--- config.mk ---
export PLATFORM = sky130hd
export DESIGN_NAME = video_shifter
export DESIGN_NICKNAME = d
export VERILOG_FILES = /design/src/rtl/video_shifter.sv
export SDC_FILE = /design/constraint.sdc
export NUM_CORES = 1
export LEC_CHECK = 0
export CORE_MARGIN = 3
export CORE_UTILIZATION = 40
export DETAILED_ROUTE_END_ITERATION = 6
export PLACE_DENSITY = 0.73
export SLEW_MARGIN = 20
export SYNTH_ARGS = -nofsm -noshare
export SYNTH_HDL_FRONTEND = slang
export SYNTH_SLANG_ARGS = --single-unit
--- constraint.sdc ---
create_clock -name CLK_14M -period 1.4 [get_ports CLK_14M]
set_input_delay 0.14 -clock CLK_14M [delete_from_list [all_inputs] [get_ports CLK_14M]]
set_output_delay 0.14 -clock CLK_14M [all_outputs]
set_load 0.01 [all_outputs]
--- src/rtl/video_shifter.sv ---
// Video dot shifter: loads one display byte per LDPS_N strobe and serialises
// text (via character ROM), hires or lores dots onto VIDEO at 14M.
module video_shifter #(
    parameter int unsigned FLASH_FRAMES = 16
) (
    input  logic        CLK_14M,
    input  logic        RESET_N,
    input  logic        VID7M,
    input  logic        LDPS_N,
    input  logic [7:0]  DL,
    input  logic        GR2,
    input  logic        HIRES_MODE,
    input  logic        ALTCHAR,
    input  logic        SEGA,
    input  logic        SEGB,
    input  logic        SEGC,
    input  logic        WNDW_N,
    input  logic        VBLANK,
    output logic [10:0] CHAR_ROM_ADDR,
    input  logic [7:0]  CHAR_ROM_DATA,
    output logic        VIDEO,
    output logic        FLASH
);

    typedef enum logic [1:0] {
        MODE_TEXT  = 2'd0,
        MODE_HIRES = 2'd1,
        MODE_LORES = 2'd2
    } mode_t;

    localparam int unsigned FCW = (FLASH_FRAMES > 1) ? $clog2(FLASH_FRAMES) : 1;

    mode_t          mode_q, mode_d;
    logic [6:0]     shift_q, shift_d;
    logic [3:0]     nib_q, nib_d;
    logic [1:0]     lores_cnt_q, lores_cnt_d;
    logic [FCW-1:0] flash_cnt_q, flash_cnt_d;
    logic           delay_q, delay_d;
    logic           blank_q, blank_d;
    logic           flash_q, flash_d;
    logic           video_q, video_d;
    logic           prev_dot_q;
    logic           ldps_q;
    logic           vblank_q;
    logic           load;
    logic           inv;
    logic           pixel;
    logic           unused_rom_bit7;

    assign CHAR_ROM_ADDR   = {DL, SEGC, SEGB, SEGA};
    assign VIDEO           = video_q;
    assign FLASH           = flash_q;
    assign unused_rom_bit7 = CHAR_ROM_DATA[7];

    always_comb begin
        mode_d      = mode_q;
        shift_d     = shift_q;
        nib_d       = nib_q;
        lores_cnt_d = lores_cnt_q;
        delay_d     = delay_q;
        blank_d     = blank_q;
        flash_cnt_d = flash_cnt_q;
        flash_d     = flash_q;
        pixel       = 1'b0;
        inv         = 1'b0;

        load = ~LDPS_N & ldps_q;

        if (DL[7:6] == 2'b00) begin
            inv = 1'b1;
        end else if (DL[7:6] == 2'b01 && !ALTCHAR) begin
            inv = flash_q;
        end

        if (load) begin
            if (!GR2) begin
                mode_d = MODE_TEXT;
            end else if (HIRES_MODE) begin
                mode_d = MODE_HIRES;
            end else begin
                mode_d = MODE_LORES;
            end
            shift_d     = GR2 ? DL[6:0] : (CHAR_ROM_DATA[6:0] ^ {7{inv}});
            nib_d       = SEGC ? DL[7:4] : DL[3:0];
            lores_cnt_d = {SEGA, 1'b0};
            delay_d     = DL[7];
            blank_d     = WNDW_N;
        end else begin
            if (VID7M) begin
                shift_d = {1'b0, shift_q[6:1]};
            end
            // lores phase runs at full 14M rate regardless of VID7M
            lores_cnt_d = lores_cnt_q + 2'd1;
        end

        case (mode_q)
            MODE_HIRES: pixel = delay_q ? prev_dot_q : shift_q[0];
            MODE_LORES: pixel = nib_q[lores_cnt_q];
            default:    pixel = shift_q[0];
        endcase
        video_d = blank_q ? 1'b0 : pixel;

        if (VBLANK && !vblank_q) begin
            if (flash_cnt_q == FCW'(FLASH_FRAMES - 1)) begin
                flash_cnt_d = '0;
                flash_d     = ~flash_q;
            end else begin
                flash_cnt_d = flash_cnt_q + 1'b1;
            end
        end
    end

    always_ff @(posedge CLK_14M) begin
        if (!RESET_N) begin
            mode_q      <= MODE_TEXT;
            shift_q     <= '0;
            nib_q       <= '0;
            lores_cnt_q <= '0;
            flash_cnt_q <= '0;
            delay_q     <= 1'b0;
            blank_q     <= 1'b1;
            flash_q     <= 1'b0;
            video_q     <= 1'b0;
            prev_dot_q  <= 1'b0;
            ldps_q      <= 1'b1;
            vblank_q    <= 1'b0;
        end else begin
            mode_q      <= mode_d;
            shift_q     <= shift_d;
            nib_q       <= nib_d;
            lores_cnt_q <= lores_cnt_d;
            flash_cnt_q <= flash_cnt_d;
            delay_q     <= delay_d;
            blank_q     <= blank_d;
            flash_q     <= flash_d;
            video_q     <= video_d;
            prev_dot_q  <= shift_q[0];
            ldps_q      <= LDPS_N;
            vblank_q    <= VBLANK;
        end
    end

endmodule

After elaboration in Yosys (flattened, before gate mapping):

Index checks and enable logic that the tools add are counted.

* bits in registers: 26
* input port bits: 28
* logic and storage cells: 48
* output and inout port bits: 13

* multiplexer cells: 14
* bitwise gates (word level): 5
* add/subtract/negate cells: 2
* magnitude comparators: 1
* equality and inequality tests: 4
* reduce and logical (&&, ||, !) cells: 9

Operator list (number)
* $mux W7: 3
* $mux W4: 2
* $xor A7 B7 Y7: 1
* $mux W2: 3
* $add A4 B1 Y4 const B: 1
* $eq A2 B1 Y1 const B: 2
* $eq A4 B4 Y1 const B: 1
* $mux W1: 4
* $reduce_or A2 Y1: 2
* $lt A2 B3 Y1 const B: 1
* $not A1 Y1: 3
* $add A2 B1 Y2 const B: 1
* $bmux W1 S2: 1
* $eq A2 B2 Y1 const B: 1
* $logic_and A1 B1 Y1: 2
* $logic_not A1 Y1: 2
* $logic_not A2 Y1: 1
* $pmux W1 S2: 1
* $reduce_and A2 Y1: 1
* $reduce_bool A2 Y1: 1
* $and A1 B1 Y1: 1

Depth between registers and ports, before layout:

Gate-level depths: netlist of the first run.

* depth after elaboration: 7
* gate-level depth with buffers: 5
* mapped depth without buffers: 5

Worst setup path before layout of the first run:

No wires, ideal clock.

* path type: register -> register
* start point: register lores_cnt_q[0]
* end point: register video_q, in the netlist VIDEO
* cell stages (with the launch flop): 4
* required time: 1281 ps
* setup time: 119 ps
* slack: 210 ps
* data arrival time: 1071 ps
* cell sequence: dfxtp_1 -> mux4_2 -> a2bb2oi_1 -> nor4b_2

* cells in the longest elaborated chain, start to end: 3

Ends and longest elaborated chain
* start, declared: RTL line 36 `logic [1:0] lores_cnt_q, lores_cnt_d;`
* start signal, assigned: RTL line 131 `lores_cnt_q <= lores_cnt_d;`
* $bmux W1 S2: RTL line 98 `MODE_LORES: pixel = nib_q[lores_cnt_q];`
* $mux W1 (not written as such): RTL line 98
* $pmux W1 S2: RTL line 96 `case (mode_q)`
* end signal, assigned: RTL line 136 `video_q <= video_d;`
* end, declared: RTL line 41 `logic video_q, video_d;`

Every way passes these cells. The select of a mux whose other input is x is not followed.
A chain may end at the register's enable or synchronous reset.

Worst setup path in the final report of the first run:

* start point: register flash_q, in the netlist FLASH
* end point: output port FLASH

RTL lines
* start, declared: RTL line 40 `logic flash_q, flash_d;`
* start signal, assigned: RTL line 135 `flash_q <= flash_d;`
* end, declared: RTL line 22 `output logic FLASH`

No word-level cell between the ends.

==> results of run 1 <==
logic make-up after synthesis:
| logic type | Yosys count | synth area share [%] |
|---|---|---|
| multiplexers | 11 | 9.083 |
| adder cells (fa/ha/maj) | 3 | 2.781 |
| buffers and inverters | 20 | 8.805 |
| AND/OR/NAND/NOR | 40 | 16.68 |
| AO/OA/AOI/OAI | 30 | 17.61 |
| XOR/XNOR | 10 | 6.487 |
| flip-flops | 26 | 38.55 |
sequential cells by signal, indices dropped and copies added, names as in the netlist:
name,flops
VIDEO,1
ldps_q,1
mode_q,2
prev_dot_q,1
delay_q,1
flash_cnt_q,4
nib_q,4
FLASH,1
lores_cnt_q,2
shift_q,7
blank_q,1
vblank_q,1
worst min path at each step:
| stage | to | slack (ns) |
|---|---|---|
| 2_1_floorplan | ldps_q$_SDFF_PN1_ | 0.24 |
| 3_3_place_gp | CHAR_ROM_ADDR[1] | 0.28 |
| 3_5_place_dp | CHAR_ROM_ADDR[1] | 0.28 |
| 4_1_cts | CHAR_ROM_ADDR[1] | 0.28 |
| 5_1_grt | CHAR_ROM_ADDR[1] | 0.28 |
| 6_report | CHAR_ROM_ADDR[1] | 0.28 |
layer usage:
| metal | GRT usage [%] | up-vias | share of wire (%) |
|---|---|---|---|
| met3 | 3.163 | 2 | 4.8 |
| met5 | 0 | - | 0 |
| li1 | - | 553 | - |
| met4 | 4.222 | 0 | 0.49 |
| met1 | 15.49 | 515 | 40 |
| met2 | 27.35 | 27 | 54 |
cell type report:
type / count / area [um2] / area share, %
Clock buffer: 3 / 22.52 / 1.220
Clock inverter: 1 / 30.03 / 1.627
Inverter: 2 / 7.507 / 0.4068
Tap cell: 44 / 55.05 / 2.983
Multi-Input combinational cell: 94 / 710.7 / 38.51
Sequential cell: 26 / 521.8 / 28.27
Timing Repair Buffer: 52 / 498.0 / 26.98
worst reg2reg max path, delay by kind of cell, from the launching register on:
kind,cells,cell delay [ns]
compound gates,1,0.20
simple gates,1,0.07
flops,1,0.42
mux,1,0.52
power breakdown:
group | leakage (nW) | internal [mW] | total [mW] | switching (mW)
clock network | 0.0279 | 0.289 | 0.512 | 0.222
logic | 0.535 | 0.213 | 0.343 | 0.131
registers | 0.214 | 0.785 | 0.814 | 0.0289
total | 0.777 | 1.29 | 1.67 | 0.382
layout by cell type, fill, tap and decap left out, types with 2 or more instances in the layout:
cell,Yosys,layout
nand2_1,15,15
nand3b_1,2,2
a21oi_1,2,2
buf_4,11,14
o21ai_1,7,7
nand3_1,2,2
o211a_1,5,5
dfxtp_1,26,25
and2_1,5,5
mux2i_1,10,10
inv_1,2,2
a21boi_0,4,4
xnor2_1,10,10
and3_1,2,2
nor2_1,2,2
a2bb2oi_1,7,7
clkdlybuf4s50_1,0,36
ha_1,3,3
nor2b_1,3,3
clkbuf_4,0,3
nand2b_1,5,5
stage by stage:
stage	power, mW	setup TNS (ns)	hold slack (ns)	worst slack, ns
2_1_floorplan	1.016	0	0.2415	0.2101
3_3_place_gp	1.163	-0.03892	0.2801	-0.01184
3_5_place_dp	1.177	-0.3018	0.2801	-0.05225
4_1_cts	1.687	0	0.2801	0.002924
5_1_grt	1.740	0	0.2800	0.01554
6_report	1.669	0	0.2800	0.04872
==> flow_summary.toml, run 1 <==
[clock_network]
clk_pin_slew_ns = 0.14
h-tree-depth = 1
cts_tree = "built"
cts_resized = 0
cts_made_buffers = 3
hold_buffers = 0
clk_latency_ns = 0.32
clock_sinks = 26
clockBufferDepth = 2
root_buffer = "clkbuf_4"
post-cts-setup-buffers = 0

[final_layout]
nets = 210
fin_area_um2 = 1846
final_cells = 222
fin_util_pct = 59.00
fillers = 295
num_antenna_cells = 0
drive_above_1_share_pct = 14.04
syn_to_final_growth_pct = 36.70

[drt]
drtIter0Drc = 40
dr.pass1.iters = 4
routed_via_density = 4.941
vias = 1097
wl_um = 2861
wl_per_cell_um = 12.89
ant_nets = 0
drc = 0

[critical_path]
worstSetupPathType = "register to output port"
path_buf_inv = 1
path_depth = 1
cp_data_required_time_ns = 1.26
r2r_cells = 3
max_stage_delay_ns = 0.53
crit_fanout = 3
endpoint_kind = "output port"
crit_family = "buffers and inverters"
crit_end = "FLASH"
timing.rr.start = "lores_cnt_q[0]$_SDFF_PP0_"
path_cells = "clkdlybuf4s50_1"
reg2reg_setup_slack_ns = 0.10
startpoint_type = "register"
arrival_ns = 1.21
reg2reg_to = "VIDEO$_SDFF_PP0_"
cp-startpoint = "FLASH$_SDFFE_PN0P_"
slowest_stage = "clkdlybuf4s50_1"

[floorplanning]
coreArea_um2 = 3128
row_count = 20
die_h_um = 64.10
io_pins = 41
die_w_um = 64.10
initial_core_util_pct = 43.16
die_area_um2 = 4108

[timing]
rsz0062_at_grt = "false"
finalMaxSlewViolations = 0
fmax_mhz = 740.0
setup_viol = 0
period_share_pct = 96.52
period_minus_slack_ns = 1.351
clock_skew_ns = 0.008219
slew_headroom_pct = 77.73
hold_viol = 0
tightest_slew_ns = 0.3333

[logic_synthesis]
netlist_instances = 140
yosysSeqAreaShare_pct = 38.55
netlist_area_um2 = 1350
yosys.area.top_type = "dfxtp_1"
syn_nets = 171
avgSynthCellArea_um2 = 9.643
yosysMostFrequentCell = "dfxtp_1"
synthArstFlopShare_pct = 0
synth_cell_types = 31
yosysWarnings = 0
ys_seq_elements = 26
yosys-top-cells-area = "dfxtp_1 (39%), mux2i_1 (7.4%), xnor2_1 (6.5%), buf_4 (6.1%), a2bb2oi_1 (4.5%)"
synth_flop_cell = "dfxtp_1"
synth_common_cells = "dfxtp_1 (26), nand2_1 (15), buf_4 (11)"
synth_top_area_share_pct = 38.55
synth_edf_count = 0

[hold_path]
min_path_cells = 0
hold_class = "input port to output port"
hold_start = "SEGB"

[grt]
grt_pass1_wl_um = 4823
grt_max_degree = 16
grt_use_total_pct = 14.31
grt_pass1_vias = 1140
antenna_found_initial = 0
grt-ovfl-total = 0

[placed_design]
place_hpwl_um = 2392
place_area_um2 = 1789
io_buffers = 37
placed_cells = 218
gp_congestion = 0.8125

[status]
status = "finished, final reports clean"

[job]
maxCapViolations = 0

[pwr]
power_density_nw_per_um2 = 904.2
leakage_nw = 0.7770
max-vdd-ir-drop_v = 0.0004298
No activity file was read; power rests on OpenSTA's default activity.
==> run 2, diff against run 1 <==
Settings changed: DONT_BUFFER_PORTS set to 1, PLACE_DENSITY 0.73 to 0.57.
==> run 2 against run 1 <==
Clock-buffer cell count rose by 1; design area fell by 15%; fmax rose by 7.3%; critical path type is now register to register; largest power group unchanged.
==> flow_summary.toml, run 2 (synthesis results as in run 1) <==
[status]
status = "finished, final reports clean"

[hold_path]
min_path_cells = 2
hold_start = "HIRES_MODE"
min_to = "mode_q[1]$_SDFFE_PN0P_"
hold_class = "input port to register"

[pwr]
total_power_mw = 1.419
power_density_nw_per_um2 = 901.9
max-vdd-ir-drop_v = 0.0005853
leakage_nw = 0.6468

[critical_path]
path_cells = "mux4_2 -> a2bb2oi_1 -> nor4b_2"
cp_data_required_time_ns = 1.62
crit_fanout = 3
r2r_cells = 3
timing.rr.start = "lores_cnt_q[0]$_SDFF_PP0_"
endpoint_kind = "register"
crit_family = "multiplexers"
max_stage_delay_ns = 0.52
startpoint_type = "register"
arrival_ns = 1.48
reg2reg_setup_slack_ns = 0.14
reg2reg_to = "VIDEO$_SDFF_PP0_"
worstSetupPathType = "register to register"
slowest_stage = "mux4_2"
path_buf_inv = 0

[timing]
hold_viol = 0
fmax_mhz = 793.9
period_share_pct = 89.98
finalMaxSlewViolations = 0
tightest_slew_ns = 0.6152
period_minus_slack_ns = 1.260
slew_headroom_pct = 58.85
setup_ws_ns = 0.1403
clock_skew_ns = 0.001608
setup_viol = 0
rsz0062_at_grt = "false"
final.setup.tns_ns = 0
timing.hold.ws_ns = 0.01470

[final_layout]
top_register = "shift_q"
nets = 183
reg_top3 = "shift_q (7), flash_cnt_q (4), nib_q (4)"
final_cells = 195
syn_to_final_growth_pct = 16.50
fin_area_um2 = 1573
most-common-layout-cells = "dfxtp_1 (26), dlygate4sd3_1 (22), nand2_1 (15)"
final_common_cell = "dfxtp_1"
fillers = 299
drive_above_1_share_pct = 7.947
fin_util_pct = 50.28
num_antenna_cells = 0
largest_reg_flops = 7

[clock_network]
hold_buffers = 22
post-cts-setup-buffers = 0
root_buffer = "clkbuf_4"
cts_resized = 0
cts_made_buffers = 3
clock_sinks = 26
h-tree-depth = 1
cts_tree = "built"
clk_latency_ns = 0.31
clockBufferDepth = 2
clk_pin_slew_ns = 0.13

[grt]
antenna_found_initial = 0
grt_use_total_pct = 14.48
grt_pass1_wl_um = 4623
grt-ovfl-total = 0
grt_max_degree = 20
grt_pass1_vias = 1018

[floorplanning]
die_area_um2 = 4108
coreArea_um2 = 3128
initial_core_util_pct = 43.16
row_count = 20
die_w_um = 64.10
io_pins = 41
die_h_um = 64.10

[job]
maxCapViolations = 0

[placed_design]
io_buffers = 0
gp_congestion = 0.7372
place_area_um2 = 1316
placed_cells = 169
place_hpwl_um = 1983
dpl_worst_slack_ns = 0.1412

[drt]
met3_wirelength_um = 201
wl_um = 2885
drc = 0
drtIter0Drc = 27
top_layer = "met4"
drt-met1-wl_um = 1251
dr.pass1.iters = 6
vias = 990
routed_via_density = 5.077
wl_per_cell_um = 14.79
wl_met2_um = 1412
ant_nets = 0
## run 2: changes by cell type in the layout (fill, tap and decap cells not counted), sizes merged
cell           before  now
clkbuf              3    4
bufinv              1    0
buf                15    3
dlygate4sd3         0   22
dlymetal6s2s        1    0
clkdlybuf4s50      36    0
## run 2: how the worst max path moves through the flow
stage                                          from               end  slack, ns  cells after the start
after detailed placement  lores_cnt_q[0]$_SDFF_PP0_  VIDEO$_SDFF_PP0_       0.14                      3
after floorplan           lores_cnt_q[0]$_SDFF_PP0_  VIDEO$_SDFF_PP0_       0.21                      3
after CTS                 lores_cnt_q[0]$_SDFF_PP0_  VIDEO$_SDFF_PP0_       0.12                      3
after global routing         mode_q[0]$_SDFFE_PN0P_  VIDEO$_SDFF_PP0_       0.07                      5
final                     lores_cnt_q[0]$_SDFF_PP0_  VIDEO$_SDFF_PP0_       0.14                      3
after global placement    lores_cnt_q[0]$_SDFF_PP0_  VIDEO$_SDFF_PP0_       0.16                      3
## run 2: per-layer routing
metal  GRT usage [%]  vias to the layer above
met5               0                        -
met4           2.375                        0
met3           6.151                        2
met2           25.68                       19
met1           16.31                      472
li1                -                      497
## run 2: cell type report
type | count | area (um2) | share of cell area (%)
Timing Repair Buffer | 25 | 242.7 | 15.43
Inverter | 2 | 7.507 | 0.4773
Clock buffer | 4 | 36.28 | 2.307
Tap cell | 44 | 55.05 | 3.500
Multi-Input combinational cell | 94 | 710.7 | 45.19
Sequential cell | 26 | 520.5 | 33.09
## run 2: power by group
part	internal (mW)	switching, mW
logic	0.142	0.0924
clock network	0.159	0.212
registers	0.785	0.0283
total	1.09	0.333
